$ cat src/rtl/stereo_frame_sequencer.sv
// Frame-level sequencer for the stereo pipeline: aligns left/right streams on SOF,
// paces pixel strobes at 1/PIXEL_DIV, flushes pipeline latency, commits coefficients.
//
// state    | meaning
// IDLE     | pipeline off, inputs held
// WAIT_SOF | dropping non-SOF words until both sides present SOF
// ACTIVE   | accepting real pixels on slot cycles
// FLUSH    | emitting padding strobes to drain pipeline latency
// DONE     | one-cycle end-of-frame marker
module stereo_frame_sequencer #(
  parameter int IMAGE_WIDTH  = 640,
  parameter int IMAGE_HEIGHT = 480,
  parameter int PIXEL_DIV    = 8,
  parameter int FLUSH_PIXELS = 2048,
  parameter int X_W          = 10,
  parameter int Y_W          = 9
) (
  input  logic           clk,
  input  logic           rst_n,
  input  logic           start,
  input  logic           abort,
  input  logic           continuous,
  input  logic           left_valid,
  input  logic           right_valid,
  input  logic           left_sof,
  input  logic           right_sof,
  output logic           left_ready,
  output logic           right_ready,
  output logic           pipe_en,
  output logic           pixel_en,
  output logic           pad_sel,
  output logic [X_W-1:0] x_cnt,
  output logic [Y_W-1:0] y_cnt,
  input  logic           cfg_pending,
  output logic           cfg_commit,
  output logic           busy,
  output logic           frame_done,
  output logic           sync_err
);

  localparam int DIV_W = $clog2(PIXEL_DIV);
  localparam int FL_W  = 12;

  localparam logic [DIV_W-1:0] DIV_LAST = DIV_W'(PIXEL_DIV - 1);
  localparam logic [X_W-1:0]   X_LAST   = X_W'(IMAGE_WIDTH - 1);
  localparam logic [Y_W-1:0]   Y_LAST   = Y_W'(IMAGE_HEIGHT - 1);
  localparam logic [FL_W-1:0]  FL_LAST  = FL_W'(FLUSH_PIXELS - 1);

  localparam logic [2:0] S_IDLE   = 3'd0;
  localparam logic [2:0] S_WAIT   = 3'd1;
  localparam logic [2:0] S_ACTIVE = 3'd2;
  localparam logic [2:0] S_FLUSH  = 3'd3;
  localparam logic [2:0] S_DONE   = 3'd4;

  logic [2:0]       state_q, state_d;
  logic [DIV_W-1:0] div_q, div_d, div_next;
  logic [X_W-1:0]   x_q, x_d;
  logic [Y_W-1:0]   y_q, y_d;
  logic [FL_W-1:0]  flush_q, flush_d;
  logic             sync_err_q, sync_err_d;
  logic             pipe_en_q, pipe_en_d;
  logic             pad_sel_q, pad_sel_d;
  logic             cfg_commit_q, cfg_commit_d;
  logic             frame_done_q, frame_done_d;
  logic             busy_q, busy_d;
  logic             slot, both_valid, any_sof, at_origin, commit_arm;

  assign slot       = (div_q == '0);
  assign both_valid = left_valid && right_valid;
  assign any_sof    = left_sof || right_sof;
  assign at_origin  = (x_q == '0) && (y_q == '0);
  assign div_next   = (div_q == DIV_LAST) ? '0 : div_q + 1'b1;

  always_comb begin
    state_d     = state_q;
    div_d       = div_q;
    x_d         = x_q;
    y_d         = y_q;
    flush_d     = flush_q;
    sync_err_d  = sync_err_q;
    pixel_en    = 1'b0;
    left_ready  = 1'b0;
    right_ready = 1'b0;
    commit_arm  = 1'b0;
    case (state_q)
      S_IDLE: begin
        if (start) begin
          state_d    = S_WAIT;
          sync_err_d = 1'b0;
        end
      end
      S_WAIT: begin
        left_ready  = left_valid && !left_sof;
        right_ready = right_valid && !right_sof;
        if (left_valid && left_sof && right_valid && right_sof) begin
          state_d    = S_ACTIVE;
          div_d      = '0;
          commit_arm = cfg_pending;
        end
      end
      S_ACTIVE: begin
        if (slot && both_valid) begin
          left_ready  = 1'b1;
          right_ready = 1'b1;
          // A stray SOF means the streams slipped; discard the words and realign.
          if (any_sof && !at_origin) begin
            sync_err_d = 1'b1;
            state_d    = S_WAIT;
            x_d        = '0;
            y_d        = '0;
            div_d      = '0;
          end else begin
            pixel_en = 1'b1;
            div_d    = div_next;
            if (x_q == X_LAST) begin
              x_d = '0;
              if (y_q == Y_LAST) begin
                y_d     = '0;
                state_d = S_FLUSH;
                flush_d = FL_LAST;
              end else begin
                y_d = y_q + 1'b1;
              end
            end else begin
              x_d = x_q + 1'b1;
            end
          end
        end else if (!slot) begin
          div_d = div_next;
        end
      end
      S_FLUSH: begin
        div_d = div_next;
        if (slot) begin
          pixel_en = 1'b1;
          if (flush_q == '0) begin
            state_d = S_DONE;
            div_d   = '0;
          end else begin
            flush_d = flush_q - 1'b1;
          end
        end
      end
      S_DONE: begin
        state_d = continuous ? S_WAIT : S_IDLE;
      end
      default: state_d = S_IDLE;
    endcase
    if (abort) begin
      state_d    = S_IDLE;
      div_d      = '0;
      x_d        = '0;
      y_d        = '0;
      flush_d    = '0;
      sync_err_d = sync_err_q;
      commit_arm = 1'b0;
    end
  end

  always_comb begin
    pipe_en_d    = (state_d != S_IDLE);
    busy_d       = (state_d != S_IDLE);
    pad_sel_d    = (state_d == S_FLUSH);
    frame_done_d = (state_d == S_DONE);
    cfg_commit_d = commit_arm || (cfg_pending && (state_d == S_DONE));
  end

  always_ff @(posedge clk or negedge rst_n) begin
    if (!rst_n) begin
      state_q      <= S_IDLE;
      div_q        <= '0;
      x_q          <= '0;
      y_q          <= '0;
      flush_q      <= '0;
      sync_err_q   <= 1'b0;
      pipe_en_q    <= 1'b0;
      pad_sel_q    <= 1'b0;
      cfg_commit_q <= 1'b0;
      frame_done_q <= 1'b0;
      busy_q       <= 1'b0;
    end else begin
      state_q      <= state_d;
      div_q        <= div_d;
      x_q          <= x_d;
      y_q          <= y_d;
      flush_q      <= flush_d;
      sync_err_q   <= sync_err_d;
      pipe_en_q    <= pipe_en_d;
      pad_sel_q    <= pad_sel_d;
      cfg_commit_q <= cfg_commit_d;
      frame_done_q <= frame_done_d;
      busy_q       <= busy_d;
    end
  end

  assign pipe_en    = pipe_en_q;
  assign pad_sel    = pad_sel_q;
  assign x_cnt      = x_q;
  assign y_cnt      = y_q;
  assign cfg_commit = cfg_commit_q;
  assign frame_done = frame_done_q;
  assign busy       = busy_q;
  assign sync_err   = sync_err_q;

endmodule

$ cat config.mk
export PLATFORM = sky130hd
export DESIGN_NAME = stereo_frame_sequencer
export DESIGN_NICKNAME = d
export VERILOG_FILES = /design/src/rtl/stereo_frame_sequencer.sv
export SDC_FILE = /design/constraint.sdc
export NUM_CORES = 1
export LEC_CHECK = 0
export BUFFER_PORTS_ARGS = -buffer_cell sky130_fd_sc_hd__clkbuf_2
export CELL_PAD_IN_SITES_DETAIL_PLACEMENT = 1
export CELL_PAD_IN_SITES_GLOBAL_PLACEMENT = 1
export CORE_UTILIZATION = 25
export CTS_CLUSTER_SIZE = 24
export DETAILED_ROUTE_END_ITERATION = 12
export GPL_ROUTABILITY_DRIVEN = 1
export PLACE_DENSITY_LB_ADDON = 0.15
export SLEW_MARGIN = 5
export SYNTH_ARGS = -nofsm -noshare
export SYNTH_HDL_FRONTEND = slang
export SYNTH_SLANG_ARGS = --single-unit
$ cat constraint.sdc
create_clock -name clk -period 2.4 [get_ports clk]
set_clock_uncertainty 0.05 [all_clocks]
set_input_delay 0.12 -clock clk [delete_from_list [all_inputs] [get_ports clk]]
set_output_delay 0.12 -clock clk [all_outputs]
set_load 0.02 [all_outputs]
==> impl_results.md, run 1 <==
- Pwr/cell area: 466 nW/um^2
- Leak: 1.55 nW
- Fill cells: approximately 1300
- Num rows: 38
- Worst setup SP type: flip-flop
- Async SR Flop Fraction: 100%
- Hold Crit Class: input pin to flip-flop
- Post-layout instance area: 3560 um^2
- Layout cell share with drive strength beyond 1: 28.5%
- Area grow syn2layout: 28.8%
- Hold WS: approximately 0.13 ns
- #FFs+latches synth: between 40 and 50
- Failing checks: negative setup slack
- Final WL: 9470 um
- Die Wd: 107 um
- Congestion Overflow GR: 0
- ANT nets after route: 0
- Sink Count: 42
- Total number of vias: 2791
- CP arrival: 2.67 ns
- Main flop type after synthesis: dfrtp_1
- Later-pin clock latency in the skew report: 0.32 ns
- Inserted Diodes: 0
- Worst IR Drop VDD: 0.000216 V
- DR WL met2: 4380 um
- RSZ-0062 raised after global routing: true
- Setup CP Type: flip-flop to flip-flop
- Vias in the first global route: 2835
- Post-Syn Area per Cell: approximately 8.6 um^2
- Period utilization: 105%
- Average wire per standard cell: 17.5 um
- H-tree levels: 2
- Slew Limit Fails: 0
- DR top layer: met4
- Critical Path Max Stage Delay: 0.49 ns
- Syn nets: between 300 and 400
- Metal-1 WL: 4660 um
- Seq/Total Area, Yosys: 38.0%
- Max-slew headroom: 48.7%
- Status: finished, violations left
- DR WL met3: 377 um
- Critical path fanouts, max: 9
- I/O pins: 38
- Area of the die: 11500 um^2
- Max-cap viol count: 0
- Vias/cell: 5.17
- TritonCTS clock tree: yes
- Minimum clock period: approximately 2.5 ns
- Max Root-Sink Buffers: 2
- Synth warn: 0
- GP Congestion: 0.788
- Global-route wire length before repair: about 15000 um
- Worst setup margin: -0.118 ns
- Iteration-0 DRC Markers: ~110
- # DRC: 0
- Slowest cell on the critical path: or4b_4
- Clock transition at the registers of the reported paths: 0.08 ns
- Root buf cell: clkbuf_8
- Largest net degree at the start of global routing: 26
- Post-Syn Area: 2770 um^2
- Hold Vio Cnt, Final: 0
- Mapped Cells: 323
- Die Ht: 107 um
- Core area: 10800 um^2
- Crit end category: flip-flop
- Initial antenna violation count: 0
- Highest clock rate: 397 MHz
- Port Buffers: 37
- Initial Util: 25.6%
- Final #Nets: 418
- Number of synthesized flops with an enable pin: 0
- Least-Margin Pin Slew: 0.750 ns
- Total iterations of the first detailed-routing run: 4
- Crit path required time: 2.55 ns
- Most common cell on crit path: or4b_4
- Area after DPL: 3380 um^2
- Unique masters post-synth: 62
- Critical path cell sequence: inv_2, ha_4, or4b_4, or4b_4, a311oi_2, buf_6, nor2_4, mux2_4
- Final setup violation count: 11
- Detail Placement HPWL: 7070 um
- CTS Buf Count: 5
- Tot GR Track Use: 17.8%
## registers in the layout, summed over array words and instances, names as in the netlist
register    flops
div_q           3
state_q         3
flush_q        12
frame_done      1
y_cnt           9
sync_err        1
cfg_commit      1
busy            1
pad_sel         1
x_cnt          10
## logic make-up after synthesis
kind of cell,synth area share (%)
multiplexers,2.58
flip-flops,38.0
XOR/XNOR,1.90
buffers and inverters,5.70
adder cells (fa/ha/maj),3.62
AND/OR/NAND/NOR,29.4
AO/OA/AOI/OAI,18.9
## worst max-delay path: cells and delay by family (launching register included)
kind                     cells  cell delay, ns
adder cells (fa/ha/maj)      1            0.13
multiplexers                 1            0.29
flip-flops                   1            0.40
buffers and inverters        2            0.26
AND/OR/NAND/NOR              3            1.01
AO/OA/AOI/OAI                1            0.28
## cell usage in the layout, fill, tap and decap left out, drive strengths merged, types with 3 or more instances in the layout
cell / instances
dfrtp: 42
nor3b: 3
nor3: 20
o21ai: 20
clkbuf: 44
or3b: 3
mux2i: 3
nand2b: 6
nor4: 9
nor2: 28
or3: 3
or2: 3
o31ai: 4
mux2: 3
o32ai: 3
o22a: 4
and3: 5
nand3b: 3
inv: 20
nor4b: 5
nand2: 22
xnor2: 4
a21oi: 19
buf: 48
a31oi: 5
nand4: 9
nand3: 14
ha: 8
## repair_timing
| action | in CTS | in global routing |
|---|---|---|
| buffers inserted | 2 | 2 |
| hold endpoints to repair | 43 | 0 |
| hold buffers | 2 | 0 |
| pin swaps | 1 | 2 |
| gates resized for setup | 5 | 9 |
| setup endpoints to repair | 13 | 17 |
## final timing paths
check	start	end	slack [ns]	cells after the start
setup / recovery	flush_q[1]	flush_q[1]	-0.12	8
hold / removal	start	sync_err	0.13	4
setup reg to reg	flush_q[1]	flush_q[1]	-0.12	8
hold reg to reg	div_q[1]	div_q[1]	0.48	1
max in group asynchronous	rst_n	x_cnt[0]	1.72	3
min in group asynchronous	rst_n	div_q[1]	0.25	3
## synthesized netlist by cell type, types with 4 or more instances
master / instances / area share (%)
nand2_1: 22 / 3.0
nor2_1: 27 / 3.7
nor4b_1: 5 / 1.6
nand2b_1: 6 / 1.4
inv_1: 20 / 2.7
a31oi_1: 5 / 1.1
and3_1: 5 / 1.1
a21oi_1: 19 / 3.4
o21ai_0: 19 / 3.4
clkbuf_1: 11 / 1.5
o31ai_1: 4 / 1.1
dfrtp_1: 42 / 38
nand4_1: 9 / 2.0
nand3_1: 14 / 2.5
ha_1: 8 / 3.6
nor3_1: 20 / 3.6
xnor2_1: 4 / 1.3
nor4_1: 9 / 2.0
## layer usage
layer	global-route usage, %	vias up
li1	-	1354
met1	24.4	1377
met2	28.3	56
met3	3.53	4
met4	4.99	0
met5	0	-
## area by class of cell
| cell class | count | area, um^2 | area share, % |
|---|---|---|---|
| flip-flops and latches | 42 | 1050 | 29.5 |
| inverters | 20 | 75.1 | 2.11 |
| well taps | 140 | 175 | 4.92 |
| clock buffers | 7 | 76.3 | 2.14 |
| repair buffers | 87 | 569 | 16.0 |
| multi-input cells | 244 | 1620 | 45.3 |
## power breakdown
| part | internal, mW | switching [mW] | leakage, nW |
|---|---|---|---|
| Combinational | 0.178 | 0.234 | 0.957 |
| Clock | 0.201 | 0.273 | 0.0383 |
| Sequential | 0.740 | 0.0335 | 0.556 |
| Total | 1.12 | 0.540 | 1.55 |
## stage by stage
step / TNS, ns / power (mW) / cells / util [%] / setup slack [ns]
2_1_floorplan: -0.740 / 0.992 / 323 / - / -0.177
3_3_place_gp: -1.31 / 1.17 / 527 / 31.3 / -0.148
3_5_place_dp: -1.94 / 1.18 / 527 / 31.3 / -0.216
4_1_cts: -1.25 / 1.67 / 538 / 32.5 / -0.157
5_1_grt: -1.81 / 1.76 / 540 / 33.0 / -0.198
6_report: -0.750 / 1.66 / 540 / 33.0 / -0.118
(Power assumes the default switching activity.)
==> run 2: changes to the inputs <==
--- a/config.mk
+++ b/config.mk
@@ -13,6 +13,7 @@
 export DETAILED_ROUTE_END_ITERATION = 12
 export GPL_ROUTABILITY_DRIVEN = 1
 export PLACE_DENSITY_LB_ADDON = 0.15
+export RECOVER_POWER = 25
 export SLEW_MARGIN = 5
 export SYNTH_ARGS = -nofsm -noshare
 export SYNTH_HDL_FRONTEND = slang
==> run 2 against run 1 <==
  * Critical path depth is the same
  * Worst hold slack is essentially flat
  * Global-route usage is the same
  * Via count is essentially flat
  * Highest routed layer unchanged
  * The flow still finishes with violations (negative setup slack)
  * Sequential share of layout area grew 0.073 points
==> impl_results.md, run 2 (synthesized netlist as in run 1, its figures left out) <==
- Worst IR Drop VDD: ~0.00022 V
- Inserted Diodes: 0
- Sink Count: between 40 and 50
- Tot GR Track Use: 17.8%
- Setup CP Type: flip-flop to flip-flop
- Core area: 10800 um^2
- ANT nets after route: 0
- Critical path cell sequence: inv_2, ha_4, or4b_4, or4b_4, a311oi_2, buf_6, nor2_4, mux2_4
- Global-route wire length before repair: 15500 um
- Vias in the first global route: 2835
- Hold Crit Class: input pin to flip-flop
- Least-Margin Pin Slew: 1.48 ns
- Congestion Overflow GR: 0
- Period utilization: 105%
- Minimum clock period: 2.52 ns
- Area after DPL: 3380 um^2
- Die Wd: 107 um
- Final WL: about 9500 um
- Initial Util: 25.6%
- Hold Vio Cnt, Final: 0
- Pwr/cell area: around 470 nW/um^2
- Finished Layout Cells: 540
- Critical Path Max Stage Delay: 0.49 ns
- Average wire per standard cell: 17.5 um
- Final setup violation count: 11
- Highest-count cells in the layout ignoring fill and taps: buf_4 (45), dfrtp_1 (41), clkbuf_2 (36)
- Final #Nets: roughly 420
- Root buf cell: clkbuf_8
- Post-layout instance area: 3550 um^2
- H-tree levels: 2
- Status: finished, violations left
- TritonCTS clock tree: yes
- Later-pin clock latency in the skew report: 0.32 ns
- Most common cell on crit path: or4b_4
- Detail Placement HPWL: 7070 um
- I/O pins: 38
- Commonest non-fill, non-tap cell in the layout: buf_4
- RSZ-0062 raised after global routing: true
- Worst setup SP type: flip-flop
- Crit end category: flip-flop
- Highest clock rate: ~400 MHz
- CTS Buf Count: 5
- Failing checks: negative setup slack
- # DRC: 0
- Max-cap viol count: 0
- Initial antenna violation count: 0
- Critical path fanouts, max: 9
- Max Root-Sink Buffers: 2
- Max-slew headroom: 1.05%
- Area of the die: 11500 um^2
- Total number of vias: 2792
- Inst Count DP: 527
- Slowest cell on the critical path: or4b_4
- Area grow syn2layout: 28.5%
- Vias/cell: 5.17
- Reg2Reg Launch Point: flush_q[1]
- Largest Register: flush_q
- Leak: 1.54 nW
- Final Power: around 1.7 mW
- Crit path required time: 2.55 ns
- Port Buffers: 37
- Largest net degree at the start of global routing: 26
- Num rows: 38
- Layout cell share with drive strength beyond 1: 27.8%
- GP Congestion: 0.788
- Hold path start: start
- Slew Limit Fails: 0
- Fill cells: 1302
- Worst setup margin: -0.118 ns
- CP arrival: 2.67 ns
- Total iterations of the first detailed-routing run: 4
- Die Ht: 107 um
- Iteration-0 DRC Markers: 105
- Clock transition at the registers of the reported paths: 0.08 ns
- Largest register FFs: 12
- Setup crit start: flush_q[1]
[run 2: critical path: cells and delay by family (launching register included)]
kind | cells | cell delay [ns]
AOI/OAI and AO/OA | 1 | 0.28
and+or+nand+nor | 3 | 1.01
DFF | 1 | 0.40
buffers and inverters | 2 | 0.26
muxes | 1 | 0.29
adders and majority gates | 1 | 0.13
[run 2: timing repair]
item,4_1_cts,5_1_grt
cloned,0,0
hold endpoints to repair,43,0
endpoints found under the setup margin,13,17
gates resized for setup,5,9
buffers inserted,2,2
pin swaps,1,2
hold buffers,2,0
[run 2: final cells by class]
class	count	area (um^2)	share of cell area, %
inverters	20	75.1	2.11
well taps	140	175	4.93
flip-flops and latches	42	1050	29.6
multi-input cells	244	1620	45.4
clock buffers	7	76.3	2.15
repair buffers	87	561	15.8
[run 2: through the flow]
step | setup WS, ns | util (%) | hold slack [ns] | setup TNS [ns]
after floorplan | -0.177 | - | -0.226 | -0.740
after global placement | -0.148 | 31.3 | 0.0641 | -1.31
after detailed placement | -0.216 | 31.3 | 0.0672 | -1.94
after CTS | -0.157 | 32.5 | 0.134 | -1.25
after global routing | -0.198 | 32.9 | 0.188 | -1.81
final | -0.118 | 32.9 | 0.134 | -0.750
[run 2: worst paths after layout]
kind | endpoint | slack (ns) | depth (start not counted)
max in group asynchronous | x_cnt[0] | 0.59 | 3
min | sync_err | 0.13 | 4
max reg2reg | flush_q[1] | -0.12 | 8
max | flush_q[1] | -0.12 | 8
min reg2reg | div_q[1] | 0.48 | 1
min in group asynchronous | div_q[1] | 0.54 | 3
[run 2: routing by layer]
metal  GRT usage (%)  up-vias  wire length [um]  share of wire [%]
met5               0        -                 0                  0
met4            4.99        0                58               0.61
met3            3.53        4               377                4.0
met2            28.3       56              4380                 46
met1            24.4     1377              4660                 49
li1                -     1355                 -                  -
[run 2: where the power goes]
part	internal (mW)	switching, mW	total [mW]	leakage (nW)
combinational	0.176	0.234	0.410	0.947
sequential	0.740	0.0336	0.774	0.556
clock	0.201	0.273	0.474	0.0383
